===== config.mk =====
export PLATFORM = sky130hd
export DESIGN_NAME = mem_arbiter
export DESIGN_NICKNAME = d
export VERILOG_FILES = /design/src/rtl/mem_arbiter.sv
export SDC_FILE = /design/constraint.sdc
export NUM_CORES = 1
export LEC_CHECK = 0
export ABC_AREA = 1
export CAP_MARGIN = 10
export CORE_MARGIN = 1
export CORE_UTILIZATION = 40
export CTS_BUF_LIST = sky130_fd_sc_hd__clkbuf_4 sky130_fd_sc_hd__clkbuf_8
export CTS_CLUSTER_DIAMETER = 30
export DETAILED_ROUTE_END_ITERATION = 8
export MAX_ROUTING_LAYER = met4
export PLACE_DENSITY = 0.78
export SYNTH_ARGS = -nofsm -noshare
export SYNTH_HDL_FRONTEND = slang
export SYNTH_SLANG_ARGS = --single-unit

===== constraint.sdc =====
create_clock -name clock -period 3.5 [get_ports clock]
set_input_delay 1.05 -clock clock [delete_from_list [all_inputs] [get_ports clock]]
set_output_delay 1.05 -clock clock [all_outputs]
set_load 0.01 [all_outputs]

===== src/rtl/mem_arbiter.sv =====
// Arbitrates one single-port fixed-latency memory between the IF and MEM pipeline ports.
// Data port wins by default; a starvation counter forces an IF grant after STARVE_MAX data grants.
module mem_arbiter #(
  parameter int unsigned LATENCY    = 2,
  parameter int unsigned ADDR_W     = 14,
  parameter int unsigned STARVE_MAX = 3
) (
  input  logic              clock,
  input  logic              reset,
  input  logic              if_req,
  input  logic [31:0]       if_addr,
  output logic [31:0]       if_rdata,
  output logic              if_ack,
  input  logic              dm_req,
  input  logic              dm_we,
  input  logic [31:0]       dm_addr,
  input  logic [31:0]       dm_wdata,
  output logic [31:0]       dm_rdata,
  output logic              dm_ack,
  output logic              mem_en,
  output logic              mem_we,
  output logic [ADDR_W-1:0] mem_addr,
  output logic [31:0]       mem_wdata,
  input  logic [31:0]       mem_rdata,
  output logic              stall,
  output logic              grant_dm
);

  localparam int unsigned CYC_W = 4;
  localparam int unsigned CNT_W = 4;
  localparam logic [CYC_W-1:0] LAST_CYC = CYC_W'(LATENCY - 1);
  localparam logic [CNT_W-1:0] CNT_MAX  = CNT_W'(STARVE_MAX);

  typedef enum logic {IDLE, ACCESS} state_t;

  state_t            state, state_d;
  logic [CYC_W-1:0]  cyc, cyc_d;
  logic [CNT_W-1:0]  starve_cnt, starve_d;
  logic              lat_we;
  logic              start;
  logic              pick_dm;
  logic              done;

  // Byte-offset and upper address bits never reach the word-addressed memory.
  logic unused_addr_bits;
  assign unused_addr_bits = ^{if_addr[31:ADDR_W+2], if_addr[1:0],
                              dm_addr[31:ADDR_W+2], dm_addr[1:0]};

  // Next-state, arbitration and starvation bookkeeping.
  always_comb begin
    state_d  = state;
    cyc_d    = cyc;
    starve_d = starve_cnt;
    start    = 1'b0;
    pick_dm  = 1'b0;
    done     = 1'b0;
    case (state)
      IDLE: begin
        if (dm_req || if_req) begin
          start   = 1'b1;
          pick_dm = dm_req && !(if_req && (starve_cnt == CNT_MAX));
          state_d = ACCESS;
          cyc_d   = '0;
          if (!pick_dm || !if_req)     starve_d = '0;
          else if (starve_cnt < CNT_MAX) starve_d = starve_cnt + CNT_W'(1);
        end
      end
      ACCESS: begin
        if (cyc == LAST_CYC) begin
          done    = 1'b1;
          state_d = IDLE;
          cyc_d   = '0;
        end else begin
          cyc_d = cyc + CYC_W'(1);
        end
      end
      default: state_d = IDLE;
    endcase
  end

  always_ff @(posedge clock or negedge reset) begin
    if (!reset) begin
      state      <= IDLE;
      cyc        <= '0;
      starve_cnt <= '0;
      lat_we     <= 1'b0;
      grant_dm   <= 1'b0;
      mem_en     <= 1'b0;
      mem_we     <= 1'b0;
      mem_addr   <= '0;
      mem_wdata  <= '0;
      if_ack     <= 1'b0;
      dm_ack     <= 1'b0;
      if_rdata   <= '0;
      dm_rdata   <= '0;
    end else begin
      state      <= state_d;
      cyc        <= cyc_d;
      starve_cnt <= starve_d;
      if_ack     <= done && !grant_dm;
      dm_ack     <= done && grant_dm;
      // Write strobe only on the first access cycle so a store lands once.
      mem_we     <= start && pick_dm && dm_we;
      if (start) begin
        grant_dm  <= pick_dm;
        lat_we    <= pick_dm && dm_we;
        mem_en    <= 1'b1;
        mem_addr  <= pick_dm ? dm_addr[ADDR_W+1:2] : if_addr[ADDR_W+1:2];
        mem_wdata <= pick_dm ? dm_wdata : 32'h0;
      end else if (done) begin
        mem_en <= 1'b0;
      end
      if (done && !lat_we) begin
        if (grant_dm) dm_rdata <= mem_rdata;
        else          if_rdata <= mem_rdata;
      end
    end
  end

  assign stall = (if_req && !if_ack) || (dm_req && !dm_ack);

endmodule


==> flow_summary.json <==
{
  "crit_arrival_ns": 2.27,
  "syn_nets": 742,
  "clockRootBuffer": "clkbuf_8",
  "crit_path_max_incr_delay_ns": 0.55,
  "num_vias": 4732,
  "crit_family": "buffers and inverters",
  "min_path_cells": 2,
  "ys_ff_latch": 125,
  "setup_viol": 0,
  "cp-start-kind": "input pin",
  "tightestPinTransition_ns": 0.803,
  "slew_headroom_pct": 46.3,
  "drive_gt1_share_pct": 6.55,
  "ios": 249,
  "clockBufferDepth": 2,
  "final_nets": 949,
  "max_clock_freq_mhz": 301,
  "path_cells": "clkdlybuf4s50_1, inv_1, o22ai_1, clkdlybuf4s50_1",
  "rsz0062_at_grt": "no",
  "antenna_found_initial": 0,
  "cts_setup_buffers": 0,
  "gr-usage-all-layers_pct": 22.0,
  "tritoncts": "yes",
  "period_share_pct": 94.9,
  "rrSetupSlack_ns": 1.27,
  "rows": 41,
  "dp_hpwl_mm": 9.30,
  "vdd_drop_max_uv": 424,
  "hold_viol": 0,
  "wl_per_cell_um": 13.9,
  "clk_pin_slew_worst_paths_ns": 0.06,
  "hp-start": "mem_en$_DFFE_PN0P_",
  "cts_sinks": 125,
  "min_path_type": "flip-flop to flip-flop",
  "gp_congestion": 0.780,
  "crit_top_cell": "clkdlybuf4s50_1",
  "h-tree-depth": 4,
  "p_leak_nw": 3.77,
  "critPathKind": "input pin to primary output",
  "ys_seq_area_share_pct": 58.5,
  "dieArea_sq_um": 13800,
  "finalClockSkew_ns": 0.00708,
  "path_buf_inv": 3,
  "ff2ff_path_depth": 7,
  "crit_fanout": 2,
  "numCtsBuffers": 17,
  "fp.coreArea_sq_um": 12800,
  "cp-end-kind": "primary output",
  "n_antenna_cell": 0,
  "start_util_pct": 41.7,
  "synthesis.area_sq_um": 5350,
  "yosys_warnings": 0,
  "grt_overflow": 0,
  "die_y_um": 118,
  "max_cap_violations": 0,
  "drt-initial-drc-count": 251,
  "cts_hold_buf": 0,
  "setup_ws_ns": 0.178,
  "r2r_end": "dm_rdata[12]$_DFFE_PN0P_",
  "tns_ns": 0,
  "synth_area_per_cell_sq_um": 8.82,
  "regToRegStartpoint": "cyc[1]$_DFFE_PN0P_",
  "cts-resized-gates": 0,
  "synthCells": 606,
  "wirelength_mm": 13.9,
  "critPathSlowestCell": "clkdlybuf4s50_1",
  "post-place-ws_ns": 0.169,
  "fin_crit_ns": 3.32,
  "io_buffers": 212,
  "grt_pass1_wl_mm": 23.1,
  "drtAntennaViolNets": 0,
  "fp.dieW_um": 118,
  "grt_pass1_vias": 4653,
  "min_to": "mem_en$_DFFE_PN0P_",
  "cp.required_ns": 2.45,
  "final_max_slew_viol_count": 0,
  "clock_latency_ns": 0.43,
  "synth_cell_types": 24,
  "p_per_area_nw_per_um2": 869,
  "syn_to_final_growth_pct": 47.7,
  "first_pass_iters": 4,
  "grt_max_degree": 66,
  "vias_per_cell": 4.75,
  "status": "complete, no violations",
  "drc": 0
}
-- final cells by class --
class,count,area (sq um)
clock buffers,22,290
clock inverters,8,67.6
fillers,1134,4930
inverters,75,282
multi-input cells,372,1690
flip-flops and latches,125,3130
well taps,172,215
repair buffers,222,2220
-- registers in the layout, summed over array words and instances (netlist names) --
name,flops
mem_we,1
dm_rdata,32
cyc,4
if_rdata,32
lat_we,1
state,1
if_ack,1
starve_cnt,4
mem_addr,14
mem_en,1
mem_wdata,32
grant_dm,1
dm_ack,1
-- through the flow --
stage	util [%]	power [mW]	hold slack, ns	area (sq um)	std cells
3_3_place_gp	58.8	5.68	0.456	7540	966
5_1_grt	61.6	7.37	0.505	7890	996
4_1_cts	61.6	6.94	0.478	7890	996
6_report	61.6	6.86	0.476	7890	996
2_1_floorplan	-	4.03	0.457	5350	606
3_5_place_dp	58.8	5.75	0.463	7540	966
-- routing by layer --
layer	part of all wire [%]	global-route usage, %	vias to the layer above
met5	0	-	-
met4	1.0	7.29	0
met3	7.9	6.69	13
met2	46	33.3	209
met1	45	28.2	2190
li1	-	-	2320
-- kinds of logic after synthesis --
kind of cell               Yosys count  share of synthesized area (%)
xor gates and xnor gates             2                          0.328
and+or+nand+nor                    261                           20.5
DFF                                125                           58.5
AOI/OAI and AO/OA                  106                           10.1
buffers and inverters              109                           9.83
adders and majority gates            3                          0.702
-- Yosys cell counts --
library cell | number | area (sq um)
o21ai_1 | 62 | 310
dfrtp_1 | 125 | 3130
inv_2 | 4 | 15.0
o22ai_1 | 3 | 18.8
nand3_1 | 15 | 75.1
nor2_2 | 1 | 6.26
nor2_1 | 8 | 30.0
buf_6 | 11 | 124
nand2_4 | 1 | 11.3
nand4_4 | 1 | 21.3
nand3_2 | 1 | 10.0
buf_4 | 7 | 52.6
xnor2_1 | 1 | 8.76
nand4_1 | 16 | 100
nand2_1 | 215 | 807
o21ai_2 | 2 | 17.5
clkbuf_1 | 8 | 30.0
o21ai_0 | 39 | 195
buf_2 | 6 | 30.0
inv_1 | 71 | 267
nor2_4 | 3 | 33.8
buf_1 | 2 | 7.51
xor2_1 | 1 | 8.76
ha_1 | 3 | 37.5
-- worst min-delay path, stage by stage (launching register included) --
cell and delay (ns):
dfrtp_1 0.34, nand2_1 0.06, nand2_1 0.05
-- cell usage in the layout, fill, tap and decap left out, types with 3 or more instances in the layout --
| cell | Yosys | routed |
|---|---|---|
| nand2_1 | 215 | 215 |
| clkdlybuf4s50_1 | 0 | 211 |
| dfrtp_1 | 125 | 125 |
| inv_1 | 71 | 71 |
| o21ai_1 | 62 | 62 |
| o21ai_0 | 39 | 39 |
| clkbuf_8 | 0 | 20 |
| nand4_1 | 16 | 16 |
| nand3_1 | 15 | 15 |
| buf_4 | 7 | 9 |
| nor2_1 | 8 | 8 |
| clkinv_2 | 0 | 6 |
| inv_2 | 4 | 4 |
| o22ai_1 | 3 | 3 |
| nor2_4 | 3 | 3 |
| ha_1 | 3 | 3 |
-- worst max path at each step --
stage | from | to | slack [ns] | depth (start not counted)
6_report | if_req | stall | 0.18 | 4
5_1_grt | if_req | stall | 0.13 | 4
4_1_cts | if_req | stall | 0.17 | 4
3_5_place_dp | if_req | stall | 0.17 | 4
3_3_place_gp | if_req | stall | 0.17 | 4
2_1_floorplan | dm_req | stall | 0.67 | 4
-- power by group --
part / total (mW) / switching [mW] / leakage, nW / internal (mW)
sequential: 2.51 / 0.375 / 1.55 / 2.13
clock: 1.15 / 0.535 / 0.191 / 0.617
combinational: 3.20 / 1.59 / 2.03 / 1.60
total: 6.86 / 2.50 / 3.77 / 4.35
No activity file was read; power rests on OpenSTA's default activity.
